$ cat src/rtl/dmem_lsu_ctl.sv
`default_nettype none
//----------------------------------------------------------------------------
// Module : dmem_lsu_ctl
// Brief  : MEM-stage load/store controller: byte-lane steering, load
//          extension, misalignment/IO filtering and req/ack memory port.
//          Optional macro LSU_TIMEOUT_EN adds a MAX_WAIT abort counter.
// Rev    : 1.0
//----------------------------------------------------------------------------
module dmem_lsu_ctl #(
   parameter int ADDR_W   = 32,
   parameter int DATA_W   = 32,
   parameter int IO_BIT   = 31,
   parameter int MAX_WAIT = 15
) (
   input  logic                  clk,
   input  logic                  rst,
   input  logic [3:0]            req_ctl,
   input  logic [ADDR_W-1:0]     req_addr,
   input  logic [31:0]           req_wdata,
   output logic                  stall_o,
   output logic [31:0]           ld_data_o,
   output logic                  ld_valid_o,
   output logic                  misalign_o,
   output logic [ADDR_W-1:0]     bad_addr_o,
   output logic                  timeout_o,
   output logic                  mem_req_o,
   output logic [ADDR_W-1:0]     mem_addr_o,
   output logic [DATA_W/8-1:0]   mem_we_o,
   output logic [DATA_W-1:0]     mem_wdata_o,
   input  logic [DATA_W-1:0]     mem_rdata_i,
   input  logic                  mem_ack_i
);
   localparam int LANES = DATA_W / 8;
   localparam int LB    = $clog2(LANES);
   localparam int SHW   = LB + 3;
   localparam logic [SHW-1:0] SH_HALF = SHW'(8);
   localparam logic [SHW-1:0] SH_WORD = SHW'(24);

   localparam logic [3:0] DMEM_NOP = 4'd0;
   localparam logic [3:0] DMEM_SB  = 4'd1;
   localparam logic [3:0] DMEM_SH  = 4'd2;
   localparam logic [3:0] DMEM_SW  = 4'd3;
   localparam logic [3:0] DMEM_LBS = 4'd4;
   localparam logic [3:0] DMEM_LBU = 4'd5;
   localparam logic [3:0] DMEM_LHS = 4'd6;
   localparam logic [3:0] DMEM_LHU = 4'd7;
   localparam logic [3:0] DMEM_LW  = 4'd8;

   typedef enum logic [0:0] {IDLE = 1'b0, BUSY = 1'b1} state_t;

   state_t              state_q, state_d;
   logic [3:0]          ctl_q, ctl_d;
   logic [ADDR_W-1:0]   addr_q, addr_d;
   logic [LANES-1:0]    we_q, we_d;
   logic [DATA_W-1:0]   wdata_q, wdata_d;
   logic [31:0]         ld_data_q, ld_data_d;
   logic                ld_valid_q, ld_valid_d;
   logic                misalign_q, misalign_d;
   logic                timeout_q, timeout_d;
   logic [ADDR_W-1:0]   bad_addr_q, bad_addr_d;

   logic                req_ld, req_st, req_mis, req_io;
   logic [2:0]          req_sz;
   logic [LB-1:0]       req_b, cur_b;
   logic [LANES-1:0]    we_new;
   logic [DATA_W-1:0]   wdata_new;
   logic [SHW-1:0]      sh_byte, sh_sel;
   logic [31:0]         fld, ld_fmt;
   logic                cur_ld, abort, take_new;

   // Request decode (unlisted codes behave as NOP)
   always_comb begin
      req_ld = 1'b0;
      req_st = 1'b0;
      req_sz = 3'd0;
      case (req_ctl)
         DMEM_SB:            begin req_st = 1'b1; req_sz = 3'd1; end
         DMEM_SH:            begin req_st = 1'b1; req_sz = 3'd2; end
         DMEM_SW:            begin req_st = 1'b1; req_sz = 3'd4; end
         DMEM_LBS, DMEM_LBU: begin req_ld = 1'b1; req_sz = 3'd1; end
         DMEM_LHS, DMEM_LHU: begin req_ld = 1'b1; req_sz = 3'd2; end
         DMEM_LW:            begin req_ld = 1'b1; req_sz = 3'd4; end
         default:            ;
      endcase
   end

   assign req_b   = req_addr[LB-1:0];
   assign req_mis = ((req_sz == 3'd2) && req_b[0]) ||
                    ((req_sz == 3'd4) && (req_b[1:0] != 2'b00));
   assign req_io  = req_addr[IO_BIT];

   always_comb begin
      we_new = '0;
      for (int l = 0; l < LANES; l++) begin
         if (req_st && (l >= int'(req_b)) && (l < int'(req_b) + int'(req_sz)))
            we_new[LANES-1-l] = 1'b1;
      end
      case (req_sz)
         3'd1:    wdata_new = {LANES{req_wdata[7:0]}};
         3'd2:    wdata_new = {(LANES/2){req_wdata[15:0]}};
         default: wdata_new = {(LANES/4){req_wdata}};
      endcase
   end

   // Lane b sits 8*(LANES-1-b) bits above bit 0; wider fields start lower
   assign cur_b  = addr_q[LB-1:0];
   assign cur_ld = (ctl_q == DMEM_LBS) || (ctl_q == DMEM_LBU) || (ctl_q == DMEM_LHS) ||
                   (ctl_q == DMEM_LHU) || (ctl_q == DMEM_LW);

   always_comb begin
      sh_byte = {~cur_b, 3'b000};
      case (ctl_q)
         DMEM_LHS, DMEM_LHU: sh_sel = sh_byte - SH_HALF;
         DMEM_LW:            sh_sel = sh_byte - SH_WORD;
         default:            sh_sel = sh_byte;
      endcase
      fld = 32'(mem_rdata_i >> sh_sel);
      case (ctl_q)
         DMEM_LBS: ld_fmt = {{24{fld[7]}}, fld[7:0]};
         DMEM_LBU: ld_fmt = {24'd0, fld[7:0]};
         DMEM_LHS: ld_fmt = {{16{fld[15]}}, fld[15:0]};
         DMEM_LHU: ld_fmt = {16'd0, fld[15:0]};
         default:  ld_fmt = fld;
      endcase
   end

`ifdef LSU_TIMEOUT_EN
   localparam int CW = $clog2(MAX_WAIT + 1);
   logic [CW-1:0] cnt_q, cnt_d;

   assign abort = (state_q == BUSY) && !mem_ack_i && (cnt_q == CW'(MAX_WAIT - 1));

   always_comb begin
      cnt_d = cnt_q;
      if (state_q == BUSY && !mem_ack_i && !abort)
         cnt_d = cnt_q + CW'(1);
      if (take_new && (req_ld || req_st) && !req_mis && !req_io)
         cnt_d = '0;
   end

   always_ff @(posedge clk or negedge rst) begin
      if (!rst) cnt_q <= '0;
      else      cnt_q <= cnt_d;
   end
`else
   logic unused_max_wait;
   assign unused_max_wait = (MAX_WAIT > 0);
   assign abort           = 1'b0;
`endif

   always_comb begin
      state_d    = state_q;
      ctl_d      = ctl_q;
      addr_d     = addr_q;
      we_d       = we_q;
      wdata_d    = wdata_q;
      ld_data_d  = ld_data_q;
      ld_valid_d = 1'b0;
      misalign_d = 1'b0;
      timeout_d  = 1'b0;
      bad_addr_d = bad_addr_q;
      stall_o    = 1'b0;
      take_new   = 1'b0;
      case (state_q)
         IDLE: take_new = 1'b1;
         BUSY: begin
            if (mem_ack_i || abort) begin
               state_d = IDLE;
               if (cur_ld) begin
                  ld_valid_d = 1'b1;
                  ld_data_d  = abort ? 32'd0 : ld_fmt;
               end
               if (abort) begin
                  timeout_d  = 1'b1;
                  bad_addr_d = addr_q;
               end
               // An I/O load here would need the same ld_valid slot: hold it one cycle
               if (cur_ld && req_ld && req_io && !req_mis) stall_o = 1'b1;
               else                                        take_new = 1'b1;
            end else begin
               stall_o = 1'b1;
            end
         end
         default: state_d = IDLE;
      endcase
      if (take_new && (req_ld || req_st)) begin
         if (req_mis) begin
            misalign_d = 1'b1;
            bad_addr_d = req_addr;
         end else if (req_io) begin
            if (req_ld) begin
               ld_valid_d = 1'b1;
               ld_data_d  = 32'd0;
            end
         end else begin
            state_d = BUSY;
            ctl_d   = req_ctl;
            addr_d  = req_addr;
            we_d    = we_new;
            wdata_d = wdata_new;
         end
      end
   end

   always_ff @(posedge clk or negedge rst) begin
      if (!rst) begin
         state_q    <= IDLE;
         ctl_q      <= DMEM_NOP;
         addr_q     <= '0;
         we_q       <= '0;
         wdata_q    <= '0;
         ld_data_q  <= '0;
         ld_valid_q <= 1'b0;
         misalign_q <= 1'b0;
         timeout_q  <= 1'b0;
         bad_addr_q <= '0;
      end else begin
         state_q    <= state_d;
         ctl_q      <= ctl_d;
         addr_q     <= addr_d;
         we_q       <= we_d;
         wdata_q    <= wdata_d;
         ld_data_q  <= ld_data_d;
         ld_valid_q <= ld_valid_d;
         misalign_q <= misalign_d;
         timeout_q  <= timeout_d;
         bad_addr_q <= bad_addr_d;
      end
   end

   assign mem_req_o   = (state_q == BUSY);
   assign mem_addr_o  = {addr_q[ADDR_W-1:LB], {LB{1'b0}}};
   assign mem_we_o    = mem_req_o ? we_q : '0;
   assign mem_wdata_o = wdata_q;
   assign ld_data_o   = ld_data_q;
   assign ld_valid_o  = ld_valid_q;
   assign misalign_o  = misalign_q;
   assign bad_addr_o  = bad_addr_q;
   assign timeout_o   = timeout_q;

endmodule
`default_nettype wire

$ cat config.mk
export PLATFORM = sky130hd
export DESIGN_NAME = dmem_lsu_ctl
export DESIGN_NICKNAME = d
export VERILOG_FILES = /design/src/rtl/dmem_lsu_ctl.sv
export SDC_FILE = /design/constraint.sdc
export NUM_CORES = 1
export LEC_CHECK = 0
export ABC_AREA = 1
export CAP_MARGIN = 20
export CORE_AREA = 3 3 160 147
export DETAILED_ROUTE_END_ITERATION = 12
export DIE_AREA = 0 0 163 150
export SETUP_SLACK_MARGIN = 0.15
export SLEW_MARGIN = 20
export SYNTH_ARGS = -nofsm -noshare
export SYNTH_HDL_FRONTEND = slang
export SYNTH_SLANG_ARGS = --single-unit
$ cat constraint.sdc
create_clock -name clk -period 2.2 [get_ports clk]
set_input_delay 0.44 -clock clk [delete_from_list [all_inputs] [get_ports clk]]
set_output_delay 0.44 -clock clk [all_outputs]
set_load 0.01 [all_outputs]
=== Yosys cells after proc, flatten, opt, wreduce, memory -nomap -nowiden ===
Index checks and enable logic that the tools add are counted.

* Add/sub/neg operators: 3
* Order comparisons: 7
* Equality and inequality tests: 16
* Shift-type cells: 1
* Mux-type cells: 38
* Bitwise logic cells: 4
* Reduce and logical (&&, ||, !) cells: 29

{| class="wikitable"
|+ Operators by type and width
! operator !! count
|-
| 32-bit 2-to-1 mux || 7
|-
| 32-bit case mux with 4 select lines || 1
|-
| 32-bit case mux with 2 select lines || 1
|-
| 4-bit by 3-bit equality test with 1-bit output (second input constant) || 8
|-
| 1-bit by 32-bit < comparator with 1-bit output (first input constant) || 1
|-
| 2-bit by 32-bit < comparator with 1-bit output (first input constant) || 1
|-
| 3-bit by 32-bit < comparator with 1-bit output (first input constant) || 1
|-
| 32-bit by 5-bit >> shifter with 32-bit output || 1
|-
| 1-bit 2-to-1 mux || 25
|-
| 1-bit logical AND || 13
|-
| 5-bit case mux with 2 select lines || 1
|-
| 3-bit case mux with 3 select lines || 1
|-
| 3-bit OR reduction || 3
|-
| 4-bit by 2-bit equality test with 1-bit output (second input constant) || 2
|-
| 4-bit equality test (second input constant) || 2
|-
| 1-bit logical OR || 6
|-
| 5-bit OR reduction || 1
|-
| 5-bit by 4-bit subtractor with 5-bit output (second input constant) || 1
|-
| 5-bit subtractor (second input constant) || 1
|-
| 2-bit by 3-bit adder with 4-bit output || 1
|-
| 4-bit by 1-bit equality test with 1-bit output (second input constant) || 1
|-
| 1-bit by 2-bit greater-or-equal comparator with 1-bit output (first input constant) || 2
|-
| 2-bit by 4-bit < comparator with 1-bit output (first input constant) || 1
|-
| 4-bit 2-to-1 mux || 1
|-
| 12 further kinds || 15
|}

* Bits in registers: 138
* Bits of input ports: 103
* Output and inout bits: 137
* Logic and storage cells: 107

=== Depth between registers and ports, before layout ===
Gate-level depths: netlist of the first run.

* Depth in word-level cells: 13
* Mapped depth: 15
* Gate-level depth less buffers: 14

=== Worst setup path before layout of the first run ===
OpenSTA, ideal clock, no wires.

* Kind: input -> register
* Start: input port req_ctl[2]
* End: register we_q[1]
* Library setup time: 0.065 ns
* Arrival time: 2.155 ns
* Required time: 2.135 ns
* Slack: -0.020 ns
* Cell stages on the path: 13
* Path buffers: 0
* Cells stage by stage: or2_2 nand3_2 clkinv_1 ha_1 inv_1 fa_1 inv_1 nand2_1 nand3_1 o211ai_1 inv_1 nand4_1 nand2_1

* Word-level cells in the longest chain between the ends: 13
* Elaborated cells on any way between the ends: 37
* Those cells by class: 1 x add/sub; 1 x order compare; 10 x eq/ne; 7 x mux; 1 x bitwise; 17 x reduce/logical

{| class="wikitable"
|+ RTL lines
! element !! RTL line !! source
|-
| start, declared || 17 || <nowiki>input logic [3:0] req_ctl,</nowiki>
|-
| parallel branches: the longest is 13 deep, another holds 3-bit by 32-bit < comparator with 1-bit output || - ||
|-
| end signal, assigned || 221 || <nowiki>we_q <= we_d;</nowiki>
|-
| end, declared || 54 || <nowiki>logic [LANES-1:0] we_q, we_d;</nowiki>
|}

Parallel ways; which one is timed is not known.
A chain may end at the register's enable or synchronous reset.

=== Worst setup path after layout of the first run ===
* Start: input port req_ctl[0]
* End: output port stall_o

* Word-level cells in the longest chain between the ends: 11
* Elaborated cells on any way between the ends: 26
* Those cells by class: 10 x eq/ne; 5 x mux; 11 x reduce/logical

{| class="wikitable"
|+ RTL lines
! element !! RTL line !! source
|-
| 4-bit by 3-bit equality test with 1-bit output, or another cell as far along || 76 || <nowiki>case (req_ctl)</nowiki>
|-
| 3-bit OR reduction (no source line) or 2-bit OR reduction (tied branches) || - ||
|-
| 3-bit case mux with 3 select lines || 76 ||
|-
| 3-bit by 2-bit equality test with 1-bit output or 3-bit equality test (tied branches) || 88, 89 ||
|-
| 1-bit logical AND, on equally long branches || 88, 89 ||
|-
| 1-bit logical OR || 88 || <nowiki>assign req_mis = ((req_sz == 3'd2) && req_b[0]) ||</nowiki>
|-
| 1-bit zero test || 178 || <nowiki>if (cur_ld && req_ld && req_io && !req_mis) stall_o = 1'b1;</nowiki>
|-
| 1-bit logical AND (*) || 178 ||
|-
| 1-bit 2-to-1 mux (*) || 178 ||
|-
| 1-bit 2-to-1 mux (*) || 167 || <nowiki>if (mem_ack_i || abort) begin</nowiki>
|-
| 1-bit 2-to-1 mux (*) || 164 || <nowiki>case (state_q)</nowiki>
|-
| end, declared || 20 || <nowiki>output logic stall_o,</nowiki>
|}

Mark *: on every way between the ends. The rest lies on a longest branch, timed or not.

==> reports/results.ini, run 1 <==
[outcome]
outcome=finished clean

[final_layout]
fillCellCount=2185
regArea_mm2=0.003455
antennaDiodeCount=0
area_delta_synth_final_pct=48.97
drive_gt1_share_pct=12.53
fin_cells=1582
final_net_count=1378
fin_util_pct=51.36
multi_input_area_mm2=0.003371

[timing]
tns_ns=0
fin_crit_ns=1.998
drv_slew=0
fin_worst_skew_ns=0.01139
rsz0062_at_grt=no
hold_viol=0
finalSetupViolCount=0
max_freq_mhz=500.4
fin_crit_sh_pct=90.83

[min_path]
hold_path_depth=4
hold_path_class=input pin to register
min_from=req_ctl[1]

[critical_path]
crit_required_ns=1.76
r2r-start=ctl_q[2]
critPathLaunchType=input pin
startpoint=req_ctl[0]
path_max_fanout=3
path_class=input pin to primary output
setup.worst_path.end_class=primary output
worst-r2r-cell-count=12
crit_arrival_ns=1.56

[global_routing]
busiest_layer=met2
grt_usage_pct=20.55
met1_usage_pct=28.41
grt_remaining_overflow=0
grtUsageMet3_pct=6.947
grt_pass1_vias=7279
use_met2_pct=31.31
grt_start_max_net_pins=61
grt_pass1_wl_um=40160
grt_antenna_before_repair=0

[power_and_ir_drop]
ir_drop_mv=0.4171
power-per-cell-area_mw_per_mm2=1028
p_leak_uw=0.005878

[synth]
yosys-mux-area-fraction_pct=0
synthesis.area_mm2=0.007626
synth_edf_count=0
synth_top_family_by_area=simple AND/OR/NAND/NOR gates
synth_flop_cell=dfrtp_1
synth-seq-area-share_pct=45.28
synth_cell_types=34
synthTopCellsByArea=dfrtp_1 45%, nand2_1 18%, nand4_1 9.0%
netlist_top_cells_count=368 x nand2_1, 138 x dfrtp_1, 110 x nand4_1, 108 x inv_1, 96 x nand3_1
yosysWarnings=0
synth_xor_area_share_pct=0
synthSimpleGateAreaFrac_pct=37.11
synth_fa_ha_area_share_pct=0.5906
synth_compound_area_share_pct=3.806
syn_inst=1034
synth.avg_cell_area_um2=7.375
ys_ff_latch=138
yosysMostFrequentCell=nand2_1
synth.top_cell.area_share_pct=45.28
synth_largest_area_cell=dfrtp_1
async_reset_ff_share_pct=100.0

[floorplanning]
rows=52
start_util_pct=34.47
io-pin-count=240
die_area_mm2=0.02445
die_y_um=150
die_w_um=163
fp.coreArea_mm2=0.02212

[placement]
place_congestion=0.8288
dp_hpwl_um=17560
io_buffers=235
placedCellCount=1530

[route]
vias=7690
vias_per_cell=4.861
ant_nets=0
drc=0
dr.pass1.iters=5
drtIter0Drc=586
totalWireLength_um=25410
wire_per_inst_um=16.06

[clocking]
root_buffer=clkbuf_16
cts_sinks=138
cts.clk_slew.worst_paths_ns=0.06
htreeDepth=4
clock_latency_ns=0.42
cts_made_buffers=17
cts_tree=done
cts_buffer_depth=2

[run]
drv_cap=0

## kinds of logic (layout without fill, tap and decap cells)
| group | after synthesis | after routing |
|---|---|---|
| AND/OR/NAND/NOR | 624 | 626 |
| AO/OA/AOI/OAI | 56 | 56 |
| other | 1 | 4 |
| flip-flops | 138 | 138 |
| adder cells (fa/ha/maj) | 3 | 3 |
| buffers and inverters | 212 | 458 |
## final timing paths
check                                      to  slack, ns
worst max register to register  ld_data_o[29]       0.31
worst min register to register        we_q[2]       0.48
worst max-delay path                  stall_o       0.20
max in group asynchronous        ld_data_o[6]       1.05
worst min-delay path                 ctl_q[1]       0.43
min in group asynchronous           addr_q[4]       0.50
## registers in the layout, summed over array words and instances, names as in the netlist
signal,cells
bad_addr_o,32
mem_req_o,1
ctl_q,4
ld_data_o,32
mem_wdata_o,32
addr_q,31
misalign_o,1
we_q,4
ld_valid_o,1
## metal layers
metal,wire length (um),share of wire (%)
met1,11320,45
met2,11540,45
met5,0,0
met4,248,0.98
met3,2303,9.1
## cell usage in the layout (no fill, tap or decap), types with 4 or more instances in the layout
cell type	instances
buf_6	6
inv_6	4
inv_1	105
dfrtp_1	137
clkbuf_16	19
a21oi_1	10
nand3_4	6
nor2_1	29
nand3_1	92
buf_12	11
inv_2	6
nand2_2	11
buf_4	60
dlygate4sd2_1	5
o21ai_0	41
conb_1	4
nand4_1	110
nand2_1	357
clkdlybuf4s50_1	223
nand2_4	5
## power by group
part | leakage, uW | internal (uW) | switching, uW
logic | 0.00384 | 2470 | 2410
registers | 0.00175 | 3310 | 469
clock network | 0.000292 | 1830 | 1180
## per-stage QoR
step	worst slack, ns	hold WS [ns]	power [uW]	cell area (um2)
final	0.2016	0.4337	11680	11360
after global routing	0.1512	0.4606	12480	11360
after CTS	0.08693	0.4813	11500	11060
after global placement	-0.5523	0.3671	8365	10410
after detailed placement	-0.5984	0.3680	8402	10410
after floorplan	0.1673	0.1444	6089	7662
## layout make-up
cell class | instances | area share (%)
well taps | 297 | 3.271
flip-flops and latches | 138 | 30.41
inverters | 113 | 3.844
clock buffers | 20 | 3.932
clock inverters | 12 | 1.432
multi-input cells | 689 | 29.67
repair buffers | 313 | 27.44
## timing repair
item | 4_1_cts | 5_1_grt
buffers inserted | 2 | 13
gates cloned | 0 | 4
pin swaps | 7 | 19
setup endpoints to repair | 74 | 64
resized for setup | 24 | 40
hold buffers | 1 | 0
hold endpoints to repair | 32 | 0
## critical path, stage by stage
cell and delay [ns]:
clkdlybuf4s15_1 0.20, nor2_2 0.11, nand3_2 0.10, and2_4 0.17
nor2_4 0.10, nand2_1 0.06, o21a_4 0.22, inv_2 0.05
buf_6 0.10
(Power assumes the default switching activity.)
==> run 2: changes to the inputs <==
CTS_CLUSTER_DIAMETER = 150   (was default)
==> results of run 2 <==
Same layout as run 1: the final DEF is identical, and so are final timing and power.
==> run 3: changes to the inputs <==
CTS_CLUSTER_DIAMETER = 40   (was 150)
clock period = 2.3 ns   (was 2.2 ns; I/O delays follow)
==> run 3 against run 2 <==
Non-clock buffer count is 12 lower. Flip-flop and latch count stayed put. Combinational power is 9.2% lower. Total power is 6.8% lower. Critical path type is now register to primary output.
==> reports/results.ini, run 3 (synthesis results as in run 1) <==
[outcome]
outcome=finished clean

[clocking]
cts_made_buffers=17
clock_latency_ns=0.42
cts_buffer_depth=2
cts.clk_slew.worst_paths_ns=0.06
cts_tree=done
root_buffer=clkbuf_16
cts_sinks=138
htreeDepth=4

[critical_path]
setup.worst_path.end_class=primary output
rrSetupSlack_ns=0.28
crit_arrival_ns=1.59
crit_required_ns=1.84
r2r-start=ctl_q[2]
cp_cell_sequence=nor2_2 -> nand2_1 -> nand2_2 -> nand2_2 -> o21a_4 -> inv_1 -> buf_6
endpoint=stall_o
worst_path_max_delay_cell=dfrtp_2
worstReg2RegEnd=ld_data_o[26]
max_stage_delay_ns=0.43
worst-r2r-cell-count=8
critPathLaunchType=register
path_class=register to primary output
crit_path_frequent_cell=nand2_2
path_max_fanout=4
startpoint=ctl_q[2]

[timing]
hold_viol=0
tns_ns=0
fin_crit_ns=2.053
maxSlewHeadroom_pct=46.14
max_freq_mhz=487.0
worstMarginPinSlew_ns=0.8018
drv_slew=0
finalSetupViolCount=0
rsz0062_at_grt=yes
fin_worst_skew_ns=0.01190
worst_slack_ns=0.2467
fin_crit_sh_pct=89.28

[power_and_ir_drop]
ir_drop_mv=0.4464
swShare_pct=35.32
p_leak_uw=0.005761
switchingPower_uw=3845
clock_power_share_pct=25.9
power-per-cell-area_mw_per_mm2=973.5
seq_power_share_pct=33.2
p_int_uw=7043
power_frac_comb_pct=40.8
total_power_uw=10890

[final_layout]
antennaDiodeCount=0
layout_common_cells=361 x nand2_1, 227 x clkdlybuf4s50_1, 136 x dfrtp_1
fin_cells=1569
drive_gt1_share_pct=11.32
layout_commonest_cell=nand2_1
area_delta_synth_final_pct=46.66
fin_area_mm2=0.01118
fillCellCount=2190
final_net_count=1365

[global_routing]
grt_usage_pct=20.27
grt_start_max_net_pins=71
grt_antenna_before_repair=0
grt_remaining_overflow=0
grt_pass1_wl_um=39690
grt_pass1_vias=7339

[route]
top_layer=met4
ant_nets=0
vias=7616
wire_per_inst_um=15.92
wl_met3_um=1844
totalWireLength_um=24980
drc=0
wl_met1_um=11550
dr.pass1.iters=5
vias_per_cell=4.854
wl_met2_um=11260
drtIter0Drc=493

[floorplanning]
fp.coreArea_mm2=0.02212
io-pin-count=240
rows=52
die_area_mm2=0.02445
die_w_um=163
start_util_pct=34.47
die_y_um=150

[placement]
io_buffers=235
placed_area_mm2=0.01039
dp_hpwl_um=17270
place_congestion=0.8966
dp_slack_ns=-0.5617
placedCellCount=1524

[run]
drv_cap=0

[min_path]
hold_path_class=input pin to register

-- run 3: critical path: cells and delay by family (launching register included) --
| kind | cells | cell delay [ns] |
|---|---|---|
| buffers and inverters | 2 | 0.16 |
| DFF | 1 | 0.43 |
| and+or+nand+nor | 4 | 0.37 |
| AOI/OAI and AO/OA | 1 | 0.22 |
-- run 3: worst min path at each step --
stage | from | end | slack (ns) | cells past startpoint
3_3_place_gp | rst | misalign_o | 0.37 | 1
3_5_place_dp | rst | misalign_o | 0.37 | 1
2_1_floorplan | rst | addr_q[0] | 0.16 | 0
6_report | req_ctl[1] | ctl_q[1] | 0.46 | 4
4_1_cts | bad_addr_o[16] | bad_addr_o[16] | 0.48 | 2
5_1_grt | req_ctl[1] | ctl_q[1] | 0.47 | 4
-- run 3: metal layers --
layer  global-route usage (%)  vias up
li1                         -     3764
met1                    28.46     3568
met2                    31.17      262
met4                    5.201        0
met5                        0        -
met3                    5.314       22
-- run 3: repair_timing --
item                                    in CTS  in global routing
pin swaps                                    4                 11
hold endpoints to repair                    29                  0
hold buffers                                 1                  0
cloned                                       0                  1
gates resized for setup                     17                 34
endpoints found under the setup margin      84                 90
setup buffers                                8                  3
-- run 3: cell type report --
class                   count  area, um2  share of cell area [%]
clock buffers              18      439.2                   3.927
clock inverters            14      160.2                   1.432
inverters                 113      427.9                   3.826
multi-input cells         688       3294                   29.46
flip-flops and latches    138       3456                   30.90
well taps                 297      371.6                   3.323
repair buffers            301       3035                   27.14
-- run 3: per-stage QoR --
step | utilization [%] | hold slack, ns
finish | 50.56 | 0.4633
global route | 50.56 | 0.4722
CTS | 50.06 | 0.4825
detailed placement | 46.97 | 0.3701
global placement | 46.97 | 0.3706
floorplan | - | 0.1644
-- run 3: power by group through the flow --
| stage | clock [uW] | combinational (uW) | sequential, uW |
|---|---|---|---|
| after CTS | 2900 | 4380 | 3630 |
| after detailed placement | 0 | 4350 | 3650 |
| final | 2820 | 4440 | 3620 |
| after floorplan | 0 | 1970 | 3850 |
| after global routing | 3000 | 4900 | 3720 |
| after global placement | 0 | 4330 | 3650 |
